`config.mk`:
```
export PLATFORM = sky130hd
export DESIGN_NAME = ah_demux_route_ctrl
export DESIGN_NICKNAME = d
export VERILOG_FILES = /design/src/rtl/ah_demux_route_ctrl.sv
export SDC_FILE = /design/constraint.sdc
export NUM_CORES = 1
export LEC_CHECK = 0
export CAP_MARGIN = 20
export CORE_MARGIN = 3
export CORE_UTILIZATION = 35
export DETAILED_ROUTE_END_ITERATION = 8
export HOLD_SLACK_MARGIN = 0.12
export PLACE_DENSITY = 0.58
export SYNTH_ARGS = -nofsm -noshare
export SYNTH_HDL_FRONTEND = slang
export SYNTH_SLANG_ARGS = --single-unit
```
`constraint.sdc`:
```
create_clock -name clk -period 5.3 [get_ports clk]
set_input_delay 1.06 -clock clk [delete_from_list [all_inputs] [get_ports clk]]
set_output_delay 1.06 -clock clk [all_outputs]
set_load 0.005 [all_outputs]
```
`src/rtl/ah_demux_route_ctrl.sv`:
```
// rtl/ah_demux_route_ctrl.sv - packet framing, destination decode and skid-buffered select for the egress demux
// Head flits pick the egress; out-of-range packets are discarded and counted.
module ah_demux_route_ctrl #(
   parameter int DATA_W   = 36,
   parameter int NUM_EGR  = 27,
   parameter int SEL_W    = 5,
   parameter int DEST_LSB = 0,
   parameter int CNT_W    = 16
) (
   input  logic              clk,
   input  logic              rst,
   input  logic [DATA_W-1:0] ing_data,
   input  logic              ing_valid,
   output logic              ing_ready,
   output logic [DATA_W-1:0] egr_data,
   output logic              egr_valid,
   input  logic              egr_ready,
   output logic [SEL_W-1:0]  egr_sel,
   output logic [CNT_W-1:0]  drop_cnt,
   output logic              drop_pulse
);

   typedef enum logic [1:0] {ST_HEAD, ST_BODY, ST_DROP} state_t;

   localparam logic [SEL_W:0] NUM_EGR_W = (SEL_W+1)'(NUM_EGR);

   state_t            state_q, state_d;
   logic [SEL_W-1:0]  sel_q, sel_d;
   logic              main_valid_q, main_valid_d;
   logic [DATA_W-1:0] main_data_q, main_data_d;
   logic [SEL_W-1:0]  main_sel_q, main_sel_d;
   logic              skid_valid_q, skid_valid_d;
   logic [DATA_W-1:0] skid_data_q, skid_data_d;
   logic [SEL_W-1:0]  skid_sel_q, skid_sel_d;
   logic [CNT_W-1:0]  drop_cnt_q, drop_cnt_d;
   logic              drop_pulse_q, drop_pulse_d;

   logic              accept, deliver, last, dest_ok, enq, drop;
   logic [SEL_W-1:0]  dest, enq_sel;

   assign ing_ready = !skid_valid_q;
   assign accept    = ing_valid && !skid_valid_q;
   assign deliver   = main_valid_q && egr_ready;
   assign last      = ing_data[DATA_W-1];
   assign dest      = ing_data[DEST_LSB +: SEL_W];
   assign dest_ok   = ({1'b0, dest} < NUM_EGR_W);

   assign egr_valid  = main_valid_q;
   assign egr_data   = main_data_q;
   assign egr_sel    = main_sel_q;
   assign drop_cnt   = drop_cnt_q;
   assign drop_pulse = drop_pulse_q;

   always_comb begin
      state_d      = state_q;
      sel_d        = sel_q;
      enq          = 1'b0;
      drop         = 1'b0;
      enq_sel      = sel_q;
      main_valid_d = main_valid_q;
      main_data_d  = main_data_q;
      main_sel_d   = main_sel_q;
      skid_valid_d = skid_valid_q;
      skid_data_d  = skid_data_q;
      skid_sel_d   = skid_sel_q;

      if (accept) begin
         case (state_q)
            ST_HEAD: begin
               if (dest_ok) begin
                  enq     = 1'b1;
                  enq_sel = dest;
                  sel_d   = dest;
                  if (!last) state_d = ST_BODY;
               end else begin
                  drop = 1'b1;
                  if (!last) state_d = ST_DROP;
               end
            end
            ST_BODY: begin
               enq = 1'b1;
               if (last) state_d = ST_HEAD;
            end
            ST_DROP: begin
               if (last) state_d = ST_HEAD;
            end
            default: state_d = ST_HEAD;
         endcase
      end

      // A full skid implies ing_ready=0, so no enqueue can coincide with it.
      if (skid_valid_q) begin
         if (deliver) begin
            main_data_d  = skid_data_q;
            main_sel_d   = skid_sel_q;
            skid_valid_d = 1'b0;
         end
      end else if (enq) begin
         if (!main_valid_q || deliver) begin
            main_valid_d = 1'b1;
            main_data_d  = ing_data;
            main_sel_d   = enq_sel;
         end else begin
            skid_valid_d = 1'b1;
            skid_data_d  = ing_data;
            skid_sel_d   = enq_sel;
         end
      end else if (deliver) begin
         main_valid_d = 1'b0;
      end

      drop_pulse_d = drop;
      drop_cnt_d   = (drop && (drop_cnt_q != {CNT_W{1'b1}})) ? drop_cnt_q + CNT_W'(1) : drop_cnt_q;
   end

   always_ff @(posedge clk or posedge rst) begin
      if (rst) begin
         state_q      <= ST_HEAD;
         sel_q        <= '0;
         main_valid_q <= 1'b0;
         main_data_q  <= '0;
         main_sel_q   <= '0;
         skid_valid_q <= 1'b0;
         skid_data_q  <= '0;
         skid_sel_q   <= '0;
         drop_cnt_q   <= '0;
         drop_pulse_q <= 1'b0;
      end else begin
         state_q      <= state_d;
         sel_q        <= sel_d;
         main_valid_q <= main_valid_d;
         main_data_q  <= main_data_d;
         main_sel_q   <= main_sel_d;
         skid_valid_q <= skid_valid_d;
         skid_data_q  <= skid_data_d;
         skid_sel_q   <= skid_sel_d;
         drop_cnt_q   <= drop_cnt_d;
         drop_pulse_q <= drop_pulse_d;
      end
   end

endmodule

```
==> impl_metrics.tcl, run 1 <==
set metrics [dict create \
    grt_usage_pct 14.54 \
    hold_viol_final 0 \
    timing.rr.start "state_q[1]" \
    dp_hpwl_um 7092 \
    dieArea_um2 15030 \
    ir_drop_v 0.0001974 \
    clock_latency_ns 0.34 \
    crit_path_start_kind "primary input" \
    rsz0062_at_grt "false" \
    path_buf_inv 2 \
    initial_utilization_pct 36.66 \
    htree_levels 3 \
    die_w_um 122.6 \
    synth_top_cell_by_area "dfrtp_1" \
    cts_root_buf "clkbuf_16" \
    netlist_area_um2 4758 \
    path_cells "clkdlybuf4s50_1 > a21oi_2 > o21ai_2 > a221oi_4 > buf_4 > nor2_1 > a21oi_1" \
    slew_headroom_pct 35.37 \
    core-area_um2 12980 \
    routed-wl-met2_um 4799 \
    hold_class "reg -> reg" \
    firstDrtPassIters 4 \
    ys_ff_latch 108 \
    fillers 1181 \
    antenna_found_initial 0 \
    critical_path.top_delay_family "compound AO/OA/AOI/OAI gates" \
    synth_simple_gate_area_share_pct 8.940 \
    synth_compound_area_share_pct 9.282 \
    place_area_um2 5863 \
    synth.distinct_cells 45 \
    worst_slew_pin_slew_ns 0.9695 \
    synthMuxAreaShare_pct 17.49 \
    route.met3.wl_um 651 \
    drt_iter0_drc 136 \
    p_per_area_nw_per_um2 556.1 \
    cts_buffers 9 \
    seq_area_frac_synth_pct 56.80 \
    status "completed" \
    top_layer "met4" \
    clockBufferDepth 2 \
    clk_pin_slew_worst_paths_ns 0.07 \
    synth_warnings 0 \
    areaGrowthSynthToFinish_pct 29.84 \
    ctsHoldBuffers 0 \
    post_cts_buffers 0 \
    setup-violations-final 0 \
    period_share_pct 63.57 \
    ys.flop_type "dfrtp_1" \
    die_h_um 122.6 \
    worstSetupPathType "in -> reg" \
    fmax_mhz 296.8 \
    end_kind "flop" \
    synth_top_family_by_area "multiplexers" \
    clock_sinks 108 \
    fin_crit_ns 3.369 \
    pre_cts_ws_ns 1.554 \
    worstPathRequired_ns 5.57 \
    synthCells 391 \
    drc 0 \
    tns_ns 0 \
    skew_ns 0.007513 \
    mostFrequentLayoutCells "dfrtp_1, clkdlybuf4s50_1, a21oi_1" \
    layout_setup_ws_ns 1.931 \
    dr_total_vias 3216 \
    min_to "skid_valid_q" \
    rrSetupSlack_ns 2.54 \
    grt_pass1_wl_um 17120 \
    grt_max_degree 79 \
    synth_area_per_cell_um2 12.17 \
    design_area_um2 6178 \
    ff2ff_path_depth 8 \
    mostFrequentLayoutCell "dfrtp_1" \
    cts_tree "done" \
    io_buffer_count 99 \
    worstReg2RegEnd "egr_data[22]" \
    hold_depth 1 \
    gp_routability_congestion 0.8086 \
    antennaDiodeCount 0 \
    viasPerCell 4.851 \
    synthAdderAreaFrac_pct 0.7889 \
    layout-drive-gt1-share_pct 15.89 \
    synth_edf_count 0 \
    wl_per_cell_um 15.58 \
    wl_um 10330 \
    io_pins 100 \
    synth-xor-area-share_pct 2.761 \
    wl_met1_um 4748 \
    cp_slowest_cell "a221oi_4" \
    cts.repair.resized 0 \
    hp-start "egr_valid" \
    grt_overflow 0 \
    crit_fanout 32 \
    grt_pass1_vias 3368 \
    cap_violations 0 \
    power.leakage_nw 2.596 \
    ys_top_cells_by_area "dfrtp_1, mux2_2, mux2i_1, a21oi_1, nor2_1" \
    yosys.area.top_type_share_pct 56.80 \
    critPathMaxStageDelay_ns 0.83 \
    ys_async_sr_fraction_pct 100.0 \
    critPathArrivalTime_ns 3.64 \
    fin_nets 529 \
    slew_viol_final 0 \
    row_count 41 \
    detail-route-antenna-nets 0 \
    syn_nets 434 \
]
-- how the worst max path moves through the flow --
stage,startpoint,slack [ns],cells past startpoint,end
finish,ing_data[2],1.93,7,egr_data[22]
global route,ing_data[2],1.61,7,egr_data[23]
CTS,ing_data[2],1.91,7,egr_data[17]
detailed placement,ing_data[2],1.55,7,egr_data[17]
global placement,ing_data[2],1.62,6,skid_data_q[9]
floorplan,rst,1.39,1,drop_cnt[0]
-- report_power, final --
group | internal [mW] | switching (mW)
sequential | 1.20 | 0.229
combinational | 0.772 | 0.593
clock | 0.346 | 0.300
total | 2.31 | 1.12
-- cells by family after synthesis --
group	after synthesis
AOI/OAI and AO/OA	69
DFF	108
buffers and inverters	31
muxes	78
adders and majority gates	3
xor gates and xnor gates	15
and+or+nand+nor	87
-- state kept, by name, indices dropped and copies added (netlist names) --
name / count
egr_valid: 1
egr_data: 36
skid_sel_q: 5
drop_cnt: 16
skid_data_q: 36
skid_valid_q: 1
sel_q: 5
egr_sel: 5
state_q: 2
drop_pulse: 1
-- metal layers --
metal	global-route usage, %	vias to the layer above
met5	0	-
met4	4.199	0
met3	4.608	9
met2	23.29	85
met1	19.02	1561
li1	-	1561
-- synthesized netlist by cell type, types with 3 or more instances --
cell type    n
mux2_2      41
clkbuf_2     3
nand3_1     10
and2_1       3
nand2_1     13
ha_1         3
xnor2_1      8
a21oi_1     46
buf_6        5
mux2i_1     37
and4_1       3
buf_4        7
clkbuf_1     3
dfrtp_1    108
xor2_1       7
nor2_1      43
buf_2        3
o221a_2      4
inv_1       10
-- stage by stage --
stage / util (%) / instances / total power [mW] / hold WS [ns]
floorplan: - / 391 / 2.279 / 0.4588
global placement: 45.18 / 646 / 2.786 / 0.4782
detailed placement: 45.18 / 646 / 2.833 / 0.4802
CTS: 47.39 / 662 / 3.492 / 0.4954
global route: 47.60 / 663 / 3.714 / 0.5035
finish: 47.60 / 663 / 3.436 / 0.4973
-- final cells by class --
cell class | count | area (µm²) | share of cell area [%]
Clock inverter | 5 | 35.03 | 0.5670
Inverter | 10 | 40.04 | 0.6480
Tap cell | 172 | 215.2 | 3.483
Timing Repair Buffer | 105 | 1056 | 17.09
Clock buffer | 11 | 252.7 | 4.091
Sequential cell | 108 | 2704 | 43.76
Multi-Input combinational cell | 252 | 1876 | 30.36
No activity file was read; power rests on OpenSTA's default activity.
==> run 2: changes to the inputs <==
--- a/config.mk
+++ b/config.mk
@@ -10,7 +10,7 @@
 export CORE_UTILIZATION = 35
 export DETAILED_ROUTE_END_ITERATION = 8
 export HOLD_SLACK_MARGIN = 0.12
-export PLACE_DENSITY = 0.58
+export PLACE_DENSITY = 0.61
 export SYNTH_ARGS = -nofsm -noshare
 export SYNTH_HDL_FRONTEND = slang
 export SYNTH_SLANG_ARGS = --single-unit
==> constraint.sdc (replaced) <==
create_clock -name clk -period 2.92 [get_ports clk]
set_input_delay 0.584 -clock clk [delete_from_list [all_inputs] [get_ports clk]]
set_output_delay 0.584 -clock clk [all_outputs]
set_load 0.005 [all_outputs]
==> run 2 against run 1 <==
Net effect: first-iteration DRC count is 7.4% higher; power is 87% higher; critical path depth is 1 lower; combinational power is 86% higher; global-route usage is 0.48 points lower; die area stayed put; sequential share of layout area is 0.68 points lower; final area is 1.6% higher; highest routed layer unchanged; critical path type unchanged; clock skew hardly changed; worst hold slack worse by 0.0013 ns; register-to-register slack worse by 1.7 ns; largest power group unchanged.
==> impl_metrics.tcl, run 2 (same netlist as run 1, synthesis figures left out) <==
set metrics [dict create \
    viasPerCell 4.846 \
    skew_ns 0.007893 \
    grt_pass1_wl_um 16710 \
    critPathMaxStageDelay_ns 0.51 \
    pre_cts_ws_ns 0.3425 \
    slew_headroom_pct 58.89 \
    ir_drop_v 0.0005745 \
    cts_tree "done" \
    mostFrequentLayoutCells "dfrtp_1, clkdlybuf4s50_1, a21oi_1" \
    slew_viol_final 0 \
    antenna_found_initial 0 \
    die_w_um 122.6 \
    grt_max_degree 109 \
    detail-route-antenna-nets 0 \
    drc 0 \
    p_per_area_nw_per_um2 1026 \
    place_area_um2 5947 \
    post_cts_buffers 0 \
    path_buf_inv 2 \
    layout-drive-gt1-share_pct 16.33 \
    period_share_pct 75.90 \
    core-area_um2 12980 \
    cts.repair.resized 0 \
    crit_fanout 16 \
    worstSetupPathType "in -> reg" \
    htree_levels 3 \
    areaGrowthSynthToFinish_pct 31.90 \
    cap_violations 0 \
    die_h_um 122.6 \
    ctsHoldBuffers 0 \
    antennaDiodeCount 0 \
    hold_viol_final 0 \
    rsz0062_at_grt "false" \
    path_cells "clkdlybuf4s50_1 > a21oi_2 > o21ai_2 > a21boi_4 > buf_4 > mux2_2" \
    worst_slew_pin_slew_ns 0.6166 \
    design_area_um2 6276 \
    clock_latency_ns 0.34 \
    mostFrequentLayoutCell "dfrtp_1" \
    gp_routability_congestion 0.7569 \
    grt_overflow 0 \
    fin_crit_ns 2.216 \
    io_buffer_count 99 \
    io_pins 100 \
    drt_iter0_drc 146 \
    wl_per_cell_um 15.02 \
    fin_nets 534 \
    grt_pass1_vias 3381 \
    worstPathRequired_ns 3.14 \
    fmax_mhz 451.2 \
    clk_pin_slew_worst_paths_ns 0.07 \
    initial_utilization_pct 36.66 \
    cts_buffers 9 \
    firstDrtPassIters 4 \
    power.leakage_nw 2.639 \
    setup-violations-final 0 \
    dr_total_vias 3237 \
    cts_root_buf "clkbuf_16" \
    cp_slowest_cell "clkdlybuf4s50_1" \
    tns_ns 0 \
    row_count 41 \
    layout_setup_ws_ns 0.7039 \
    status "completed" \
    clock_sinks 108 \
    critPathArrivalTime_ns 2.44 \
    crit_path_start_kind "primary input" \
    dieArea_um2 15030 \
    end_kind "flop" \
    grt_usage_pct 14.07 \
    wl_um 10030 \
    dp_hpwl_um 6886 \
    critical_path.top_delay_family "buffers and inverters" \
    hold_class "reg -> reg" \
    clockBufferDepth 2 \
]
-- run 2: final cells by class --
| type | instances | area, µm² |
|---|---|---|
| Fill cell | 1201 | 6703 |
| Sequential cell | 108 | 2704 |
| Multi-Input combinational cell | 252 | 1876 |
| Timing Repair Buffer | 110 | 1111 |
| Clock buffer | 13 | 260.3 |
| Tap cell | 172 | 215.2 |
| Clock inverter | 3 | 68.82 |
| Inverter | 10 | 41.29 |
-- run 2: per-stage QoR --
| step | cells | utilization, % | hold slack (ns) | power (mW) |
|---|---|---|---|---|
| 4_1_cts | 668 | 48.36 | 0.4955 | 6.549 |
| 5_1_grt | 668 | 48.36 | 0.5132 | 6.929 |
| 2_1_floorplan | 391 | - | 0.4588 | 4.137 |
| 3_5_place_dp | 652 | 45.82 | 0.4843 | 5.191 |
| 6_report | 668 | 48.36 | 0.4960 | 6.439 |
| 3_3_place_gp | 652 | 45.82 | 0.4743 | 5.098 |
-- run 2: final timing paths --
kind | from | to | slack, ns | depth (start not counted)
max in group asynchronous | rst | skid_valid_q | 1.68 | 3
min reg2reg | drop_cnt[5] | drop_cnt[5] | 0.50 | 1
min in group asynchronous | rst | skid_data_q[10] | 0.72 | 3
max | ing_data[0] | skid_data_q[31] | 0.70 | 6
min | drop_cnt[5] | drop_cnt[5] | 0.50 | 1
max reg2reg | state_q[0] | skid_data_q[31] | 0.80 | 7
-- run 2: metal layers --
metal	track usage (%)	wire, µm	part of all wire, %
met5	0	0	0
met3	3.963	484	4.8
met4	3.149	92	0.92
met2	23.02	4830	48
met1	18.67	4623	46
-- run 2: power breakdown --
group	switching, mW	internal, mW
combinational	1.10	1.45
clock	0.528	0.802
sequential	0.386	2.17
